--- src/rtl/f8_mem_iface_if.sv ---
// Bundle of the CPU-side strobes and data bus plus the memory request port
// of the F8 memory responder. The slave side is the responder itself, and
// the master side is whatever stands in for the CPU and the memory fabric.
interface f8_mem_iface_if #(
  parameter int ADDR_W = 16
);
  logic [4:0]        romc;
  logic              cyc_stb;
  logic              db_stb;
  logic [7:0]        db_in;
  logic [7:0]        db_out;
  logic              db_oe;
  logic              mem_req;
  logic              mem_we;
  logic [ADDR_W-1:0] mem_addr;
  logic [7:0]        mem_wdata;
  logic              mem_ack;
  logic [7:0]        mem_rdata;
  logic              proto_err;

  modport master (
    output romc, cyc_stb, db_stb, db_in, mem_ack, mem_rdata,
    input  db_out, db_oe, mem_req, mem_we, mem_addr, mem_wdata, proto_err
  );

  modport slave (
    input  romc, cyc_stb, db_stb, db_in, mem_ack, mem_rdata,
    output db_out, db_oe, mem_req, mem_we, mem_addr, mem_wdata, proto_err
  );
endinterface

--- src/rtl/f8_mem_iface.sv ---
// F8 memory responder: decodes ROMC once per machine cycle, keeps the
// PC0/PC1/DC0/DC1 address registers, and serves fetch/readback bytes from
// ROM/RAM windows through a req/ack memory port guarded by a timeout.
// The byte-lane ROMC operations address bits [15:8], so ADDR_W must be >= 16.
module f8_mem_iface #(
  parameter int                ADDR_W   = 16,
  parameter logic [ADDR_W-1:0] ROM_BASE = 16'h0000,
  parameter logic [ADDR_W-1:0] ROM_LAST = 16'h2fff,
  parameter logic [ADDR_W-1:0] RAM_BASE = 16'h8000,
  parameter logic [ADDR_W-1:0] RAM_LAST = 16'h81ff,
  parameter int                TIMEOUT  = 8
) (
  input logic           clk,
  input logic           rst,
  f8_mem_iface_if.slave bus
);

  typedef enum logic [1:0] {
    S_IDLE,
    S_RD_WAIT,
    S_DRIVE,
    S_WR_WAIT
  } state_t;

  // Window spans let the range test be one modular subtract-and-compare,
  // which stays correct when a window starts at address zero.
  localparam logic [ADDR_W-1:0] ROM_SPAN   = ROM_LAST - ROM_BASE;
  localparam logic [ADDR_W-1:0] RAM_SPAN   = RAM_LAST - RAM_BASE;
  localparam logic [7:0]        TIMER_LAST = 8'(TIMEOUT - 1);

  function automatic logic in_rom(input logic [ADDR_W-1:0] a);
    return (a - ROM_BASE) <= ROM_SPAN;
  endfunction

  function automatic logic in_ram(input logic [ADDR_W-1:0] a);
    return (a - RAM_BASE) <= RAM_SPAN;
  endfunction

  function automatic logic is_fetch(input logic [4:0] c);
    return c inside {5'h00, 5'h01, 5'h02, 5'h03, 5'h0C, 5'h0E, 5'h11};
  endfunction

  function automatic logic is_readback(input logic [4:0] c);
    return c inside {5'h06, 5'h07, 5'h09, 5'h0B, 5'h1E, 5'h1F};
  endfunction

  state_t            state_q, state_d;
  logic [4:0]        romc_q, romc_d;
  logic              open_q, open_d;
  logic [ADDR_W-1:0] pc0_q, pc0_d;
  logic [ADDR_W-1:0] pc1_q, pc1_d;
  logic [ADDR_W-1:0] dc0_q, dc0_d;
  logic [ADDR_W-1:0] dc1_q, dc1_d;
  logic [7:0]        db_out_q, db_out_d;
  logic              db_oe_q, db_oe_d;
  logic              mem_req_q, mem_req_d;
  logic              mem_we_q, mem_we_d;
  logic [ADDR_W-1:0] mem_addr_q, mem_addr_d;
  logic [7:0]        mem_wdata_q, mem_wdata_d;
  logic              proto_err_q, proto_err_d;
  logic [7:0]        timer_q, timer_d;

  logic              db_end;
  logic [ADDR_W-1:0] sdb;
  logic [ADDR_W-1:0] fetch_addr;

  // A db_stb only counts when a machine cycle is open.
  assign db_end = bus.db_stb && open_q;
  assign sdb    = {{(ADDR_W-8){bus.db_in[7]}}, bus.db_in};

  // Next-state: close the old cycle (register updates, write issue), advance
  // the memory handshake, then open the new cycle from the updated registers.
  always_comb begin
    state_d     = state_q;
    romc_d      = romc_q;
    open_d      = open_q;
    pc0_d       = pc0_q;
    pc1_d       = pc1_q;
    dc0_d       = dc0_q;
    dc1_d       = dc1_q;
    db_out_d    = db_out_q;
    db_oe_d     = db_oe_q;
    mem_req_d   = mem_req_q;
    mem_we_d    = mem_we_q;
    mem_addr_d  = mem_addr_q;
    mem_wdata_d = mem_wdata_q;
    proto_err_d = 1'b0;
    timer_d     = timer_q;
    fetch_addr  = '0;

    if (db_end) begin
      case (romc_q)
        5'h00, 5'h03: pc0_d = pc0_q + 1'b1;
        5'h01:        pc0_d = pc0_q + sdb + 1'b1;
        5'h02, 5'h05: dc0_d = dc0_q + 1'b1;
        5'h04:        pc1_d = pc0_q;
        5'h0D:        pc1_d = pc0_q + 1'b1;
        5'h08: begin
          pc1_d = pc0_q;
          pc0_d = ADDR_W'({bus.db_in, bus.db_in});
        end
        5'h12: begin
          pc1_d       = pc0_q;
          pc0_d[7:0]  = bus.db_in;
        end
        5'h0A:        dc0_d = dc0_q + sdb;
        5'h0C, 5'h17: pc0_d[7:0]  = bus.db_in;
        5'h0F, 5'h14: pc0_d[15:8] = bus.db_in;
        5'h15:        pc1_d[15:8] = bus.db_in;
        5'h18:        pc1_d[7:0]  = bus.db_in;
        5'h0E, 5'h19: dc0_d[7:0]  = bus.db_in;
        5'h11, 5'h16: dc0_d[15:8] = bus.db_in;
        5'h1D: begin
          dc0_d = dc1_q;
          dc1_d = dc0_q;
        end
        default: ;
      endcase
    end

    case (state_q)
      S_RD_WAIT: begin
        if (bus.cyc_stb || db_end) begin
          // Cycle ended or restarted before data arrived: abandon the read.
          mem_req_d   = 1'b0;
          proto_err_d = 1'b1;
          state_d     = S_IDLE;
        end else if (bus.mem_ack) begin
          db_out_d  = bus.mem_rdata;
          db_oe_d   = 1'b1;
          mem_req_d = 1'b0;
          state_d   = S_DRIVE;
        end else if (timer_q == TIMER_LAST) begin
          mem_req_d   = 1'b0;
          proto_err_d = 1'b1;
          state_d     = S_IDLE;
        end else begin
          timer_d = timer_q + 8'd1;
        end
      end
      S_WR_WAIT: begin
        if (bus.mem_ack) begin
          mem_req_d = 1'b0;
          mem_we_d  = 1'b0;
          state_d   = S_IDLE;
        end else if (bus.cyc_stb || timer_q == TIMER_LAST) begin
          mem_req_d   = 1'b0;
          mem_we_d    = 1'b0;
          proto_err_d = 1'b1;
          state_d     = S_IDLE;
        end else begin
          timer_d = timer_q + 8'd1;
        end
      end
      S_DRIVE: begin
        if (db_end || bus.cyc_stb) begin
          db_oe_d = 1'b0;
          state_d = S_IDLE;
        end
      end
      default: ;
    endcase

    if (db_end) begin
      open_d  = 1'b0;
      db_oe_d = 1'b0;
      if (romc_q == 5'h05 && in_ram(dc0_q)) begin
        if (bus.cyc_stb) begin
          // A new cycle starting on the same clock pre-empts the write.
          proto_err_d = 1'b1;
        end else begin
          mem_req_d   = 1'b1;
          mem_we_d    = 1'b1;
          mem_addr_d  = dc0_q;
          mem_wdata_d = bus.db_in;
          timer_d     = 8'd0;
          state_d     = S_WR_WAIT;
        end
      end
    end

    if (bus.cyc_stb) begin
      open_d     = 1'b1;
      romc_d     = bus.romc;
      db_oe_d    = 1'b0;
      fetch_addr = (bus.romc == 5'h02) ? dc0_d : pc0_d;
      if (is_readback(bus.romc)) begin
        db_oe_d = 1'b1;
        case (bus.romc)
          5'h06:   db_out_d = dc0_d[15:8];
          5'h07:   db_out_d = pc1_d[15:8];
          5'h09:   db_out_d = dc0_d[7:0];
          5'h0B:   db_out_d = pc1_d[7:0];
          5'h1E:   db_out_d = pc0_d[7:0];
          default: db_out_d = pc0_d[15:8];
        endcase
      end
      if (is_fetch(bus.romc) && (in_rom(fetch_addr) || in_ram(fetch_addr))) begin
        mem_req_d  = 1'b1;
        mem_we_d   = 1'b0;
        mem_addr_d = fetch_addr;
        timer_d    = 8'd0;
        state_d    = S_RD_WAIT;
      end
    end
  end

  // State and output registers with synchronous reset.
  always_ff @(posedge clk) begin
    if (rst) begin
      state_q     <= S_IDLE;
      romc_q      <= '0;
      open_q      <= 1'b0;
      pc0_q       <= '0;
      pc1_q       <= '0;
      dc0_q       <= '0;
      dc1_q       <= '0;
      db_out_q    <= 8'h00;
      db_oe_q     <= 1'b0;
      mem_req_q   <= 1'b0;
      mem_we_q    <= 1'b0;
      mem_addr_q  <= '0;
      mem_wdata_q <= 8'h00;
      proto_err_q <= 1'b0;
      timer_q     <= 8'd0;
    end else begin
      state_q     <= state_d;
      romc_q      <= romc_d;
      open_q      <= open_d;
      pc0_q       <= pc0_d;
      pc1_q       <= pc1_d;
      dc0_q       <= dc0_d;
      dc1_q       <= dc1_d;
      db_out_q    <= db_out_d;
      db_oe_q     <= db_oe_d;
      mem_req_q   <= mem_req_d;
      mem_we_q    <= mem_we_d;
      mem_addr_q  <= mem_addr_d;
      mem_wdata_q <= mem_wdata_d;
      proto_err_q <= proto_err_d;
      timer_q     <= timer_d;
    end
  end

  assign bus.db_out    = db_out_q;
  assign bus.db_oe     = db_oe_q;
  assign bus.mem_req   = mem_req_q;
  assign bus.mem_we    = mem_we_q;
  assign bus.mem_addr  = mem_addr_q;
  assign bus.mem_wdata = mem_wdata_q;
  assign bus.proto_err = proto_err_q;

endmodule

--- src/flat_wrapper.sv ---
// flat-port wrapper written by rule: the top's interface ports become plain ports
module f8_mem_iface_flat 
#(
  parameter int                ADDR_W   = 16,
  parameter logic [ADDR_W-1:0] ROM_BASE = 16'h0000,
  parameter logic [ADDR_W-1:0] ROM_LAST = 16'h2fff,
  parameter logic [ADDR_W-1:0] RAM_BASE = 16'h8000,
  parameter logic [ADDR_W-1:0] RAM_LAST = 16'h81ff,
  parameter int                TIMEOUT  = 8
)
  (clk, rst, bus_romc, bus_cyc_stb, bus_db_stb, bus_db_in, bus_mem_ack, bus_mem_rdata, bus_db_out, bus_db_oe, bus_mem_req, bus_mem_we, bus_mem_addr, bus_mem_wdata, bus_proto_err);
  f8_mem_iface_if #(.ADDR_W(ADDR_W)) bus_i ();
  input logic clk;
  input logic rst;
  input wire logic [$bits(bus_i.romc)-1:0] bus_romc;
  input wire logic [$bits(bus_i.cyc_stb)-1:0] bus_cyc_stb;
  input wire logic [$bits(bus_i.db_stb)-1:0] bus_db_stb;
  input wire logic [$bits(bus_i.db_in)-1:0] bus_db_in;
  input wire logic [$bits(bus_i.mem_ack)-1:0] bus_mem_ack;
  input wire logic [$bits(bus_i.mem_rdata)-1:0] bus_mem_rdata;
  output wire logic [$bits(bus_i.db_out)-1:0] bus_db_out;
  output wire logic [$bits(bus_i.db_oe)-1:0] bus_db_oe;
  output wire logic [$bits(bus_i.mem_req)-1:0] bus_mem_req;
  output wire logic [$bits(bus_i.mem_we)-1:0] bus_mem_we;
  output wire logic [$bits(bus_i.mem_addr)-1:0] bus_mem_addr;
  output wire logic [$bits(bus_i.mem_wdata)-1:0] bus_mem_wdata;
  output wire logic [$bits(bus_i.proto_err)-1:0] bus_proto_err;
  assign bus_i.romc = bus_romc;
  assign bus_i.cyc_stb = bus_cyc_stb;
  assign bus_i.db_stb = bus_db_stb;
  assign bus_i.db_in = bus_db_in;
  assign bus_i.mem_ack = bus_mem_ack;
  assign bus_i.mem_rdata = bus_mem_rdata;
  assign bus_db_out = bus_i.db_out;
  assign bus_db_oe = bus_i.db_oe;
  assign bus_mem_req = bus_i.mem_req;
  assign bus_mem_we = bus_i.mem_we;
  assign bus_mem_addr = bus_i.mem_addr;
  assign bus_mem_wdata = bus_i.mem_wdata;
  assign bus_proto_err = bus_i.proto_err;
  f8_mem_iface #(.ADDR_W(ADDR_W), .ROM_BASE(ROM_BASE), .ROM_LAST(ROM_LAST), .RAM_BASE(RAM_BASE), .RAM_LAST(RAM_LAST), .TIMEOUT(TIMEOUT)) u_core (.clk(clk), .rst(rst), .bus(bus_i));
endmodule
--- config.mk ---
export PLATFORM = sky130hd
export DESIGN_NAME = f8_mem_iface_flat
export DESIGN_NICKNAME = d
export VERILOG_FILES = /design/src/rtl/f8_mem_iface_if.sv /design/src/rtl/f8_mem_iface.sv /design/src/flat_wrapper.sv
export SDC_FILE = /design/constraint.sdc
export NUM_CORES = 1
export LEC_CHECK = 0
export CAP_MARGIN = 20
export CORE_ASPECT_RATIO = 0.6
export CORE_UTILIZATION = 50
export DETAILED_ROUTE_END_ITERATION = 8
export GPL_TIMING_DRIVEN = 0
export PLACE_DENSITY = 0.68
export SLEW_MARGIN = 20
export SYNTH_ARGS = -nofsm -noshare
export SYNTH_HDL_FRONTEND = slang
export SYNTH_SLANG_ARGS = --single-unit
--- constraint.sdc ---
create_clock -name clk -period 3.5 [get_ports clk]
set_input_delay 0.7 -clock clk [delete_from_list [all_inputs] [get_ports clk]]
set_output_delay 0.7 -clock clk [all_outputs]
set_load 0.01 [all_outputs]
==> impl_metrics.toml <==
[clocking]
hold_buffers = 0
root_buffer = "clkbuf_16"
clk_pin_slew_ns = 0.06
cts.sinks = 116
clk_path_buf_depth = 2
cts_tree = "yes"
htreeDepth = 4
clk_latency_ns = 0.43
cts_buffers = 17

[die]
initial_core_util = 0.515
die_x_um = 174
design.core.area_mm2 = 0.0173
dieArea_mm2 = 0.0184
num_io_pins = 62
rows = 37
die_h_um = 105

[cells_and_area]
num-fill-cells = 1481
diodes = 0
drive_gt1_frac = 0.215
syn_to_final_growth_pct = 30.5
fin_nets = 1371

[detailed_routing]
wl_um = 35900
drc = 0
vias = 10300
ant_nets = 0
post_drt_wl_per_cell_um = 23.1
drt_iter0_markers = 1470
drtPass1Iterations = 8
avgViaCountPerCell = 6.63

[critical_path]
worstReg2RegStart = "u_core.dc0_q[0]"
cp_max_fo = 6
arrival_ns = 3.87
cp.required_ns = 3.78
cp-startpoint = "bus_db_in[1]"
critPathMaxStageDelay_ns = 0.46
critical-path-slowest-cell = "a2111o_1"
criticalPathCategory = "primary input to flip-flop"
startpoint_type = "primary input"
cpMostUsedCell = "buf_12"
reg2reg_slack_ns = -0.06
r2r_cells = 16
crit_chain = "buf_12, clkbuf_16, inv_2, fa_2, nor2b_4, o2111ai_4, a31oi_4, a21oi_2, mux2_4, o22ai_4, o211ai_4, buf_6, a2111o_1, nand2_4, buf_12, buf_12, nor4_2"
critPathCapture = "u_core.timer_q[1]"
crit_path_end_kind = "flip-flop"
timing.rr.end = "u_core.timer_q[1]"

[synthesis]
yosysWarnings = 0
synthTopCellsByArea = "dfxtp_1 (26%), nor2_1 (7.5%), a21oi_1 (5.5%)"
ys_types = 88
syn_nets = 1240
postSynth.asyncResetShare = 0
yosys.area.top_type = "dfxtp_1"
synthTopCellsByCount = "nor2_1 (178), dfxtp_1 (116), a21oi_1 (98)"
synth_edf_count = 0
syn_inst = 1179
ys.flop_type = "dfxtp_1"
ys_seq_elements = 116
synth_top_area_frac = 0.260
yosys.cell_count.top_type = "nor2_1"
synth_area_mm2 = 0.00892
seq_area_frac_synth = 0.260
postSynthAreaPerCell_um2 = 7.57

[power_and_ir_drop]
p_comb_frac = 0.193
switching_share = 0.309
ir_drop_mv = 0.242
powerDensity_mw_per_mm2 = 337
p_leak_nw = 4.43
intPower_w = 0.00271
p_clk_frac = 0.459
seqPwrFrac = 0.348
p_sw_w = 0.00121

[sta]
fin_crit_ns = 3.59
drv_slew = 0
finalSetupTns_ns = -0.923
period_share = 1.03
worst_pin_slew_ns = 1.11
finalHoldViolations = 0
hold_ws_ns = 0.455
layout_setup_ws_ns = -0.0912
max_clock_freq_mhz = 278
grt_setup_unrepaired = "yes"
finClkSkew_ns = 0.0156
slew_headroom = 0.257
setup_viol = 19

[global_route]
grt.total_usage = 0.379
grt_pass1_vias = 8985
overflow = 0
antenna_found_initial = 0
grt_first_pass_wirelength_um = 53500
grt_max_degree = 18

[run_status]
violations = "negative setup slack"
outcome = "finished, violations left"

[placement]
place_hpwl_um = 25300
gp_congestion = 1.01
port-buffer-count = 57
pre_cts_ws_ns = -1.90

[run]
drv_cap = 0

[worst_hold_path]
hold_class = "flip-flop to flip-flop"
==> what timing repair did <==
item / 4_1_cts / 5_1_grt
buffers inserted: 35 / 25
pin swaps: 27 / 34
gates resized for setup: 126 / 104
cloned: 1 / 0
endpoints found under the setup margin: 47 / 36
==> state kept, by name, indices dropped and copies added, names as in the netlist <==
name / count
u_core.romc_q: 5
u_core.open_q: 1
u_core.bus.db_oe: 1
u_core.dc1_q: 16
u_core.pc1_q: 16
u_core.bus.proto_err: 1
u_core.bus.db_out: 8
u_core.bus.mem_wdata: 8
u_core.bus.mem_req: 1
u_core.bus.mem_addr: 16
u_core.dc0_q: 16
u_core.timer_q: 8
u_core.state_q: 2
u_core.bus.mem_we: 1
u_core.pc0_q: 16
==> metrics by stage <==
stage,instances,cell area [um2],power [W],utilization
floorplan,1179,9010,0.00177,-
global placement,1470,9870,0.00198,0.570
detailed placement,1470,9880,0.00199,0.571
CTS,1536,11100,0.00383,0.641
global route,1557,11600,0.00400,0.672
finish,1557,11600,0.00392,0.672
==> kinds of logic (layout without fill, tap and decap cells) <==
logic type / Yosys count / after routing / share of synthesized area
buffers and inverters: 99 / 243 / 0.0471
multiplexers: 54 / 54 / 0.0619
XOR/XNOR: 38 / 38 / 0.0373
adder cells (fa/ha/maj): 35 / 35 / 0.0508
AND/OR/NAND/NOR: 464 / 464 / 0.249
flip-flops: 116 / 116 / 0.260
AO/OA/AOI/OAI: 373 / 373 / 0.293
==> metal layers <==
layer	GRT usage	up-vias	wire, um
met2	0.510	703	14200
met1	0.587	4876	16100
met4	0.0783	0	574
met3	0.101	78	4980
li1	-	4673	-
met5	0	-	0
==> worst max-delay path, delay by kind of cell <==
family | cells | cell delay (ns)
mux | 1 | 0.33
compound gates | 6 | 1.37
simple gates | 3 | 0.36
fa+ha+maj | 1 | 0.42
buf+inv | 6 | 0.66
==> how the worst min path moves through the flow <==
stage,startpoint,end,cells past startpoint
2_1_floorplan,u_core.pc1_q[2],u_core.pc1_q[2],2
3_3_place_gp,u_core.bus.mem_addr[14],u_core.bus.mem_addr[14],2
3_5_place_dp,u_core.bus.mem_addr[14],u_core.bus.mem_addr[14],2
4_1_cts,u_core.bus.mem_addr[14],u_core.bus.mem_addr[14],2
5_1_grt,u_core.bus.mem_wdata[4],u_core.bus.mem_wdata[4],2
6_report,u_core.bus.mem_wdata[0],u_core.bus.mem_wdata[0],2
==> area by class of cell <==
| class | instances | area [um2] | share of cell area |
|---|---|---|---|
| Buffer | 77 | 379 | 0.0326 |
| Clock buffer | 18 | 439 | 0.0377 |
| Clock inverter | 14 | 153 | 0.0131 |
| Inverter | 17 | 66.3 | 0.00570 |
| Multi-Input combinational cell | 964 | 6860 | 0.589 |
| Sequential cell | 116 | 2350 | 0.201 |
| Tap cell | 234 | 293 | 0.0251 |
| Timing Repair Buffer | 117 | 1110 | 0.0954 |
==> power groups by stage <==
stage                     sequential, W  combinational [W]  clock (W)
final                           0.00137           0.000757    0.00180
after global routing            0.00137           0.000794    0.00184
after CTS                       0.00137           0.000676    0.00178
after detailed placement        0.00139           0.000597          0
after global placement          0.00139           0.000590          0
after floorplan                 0.00139           0.000375          0
==> placed cells by master, fill, tap and decap left out, drive strengths merged, types with 9 or more instances in the layout <==
master,n
a211oi,22
a21o,14
a21oi,98
a221oi,21
a222oi,18
a22oi,12
a31oi,14
and2,17
and3,15
buf,88
clkbuf,75
clkdlybuf4s50,49
dfxtp,116
ha,33
inv,21
mux2i,48
nand2,99
nand2b,12
nand3,28
nand4,14
nor2,179
nor2b,10
nor3,28
nor3b,9
nor4,22
o211ai,14
o21a,15
o21ai,70
o31ai,14
or2,9
xnor2,22
xor2,16
No activity file was read; power rests on OpenSTA's default activity.
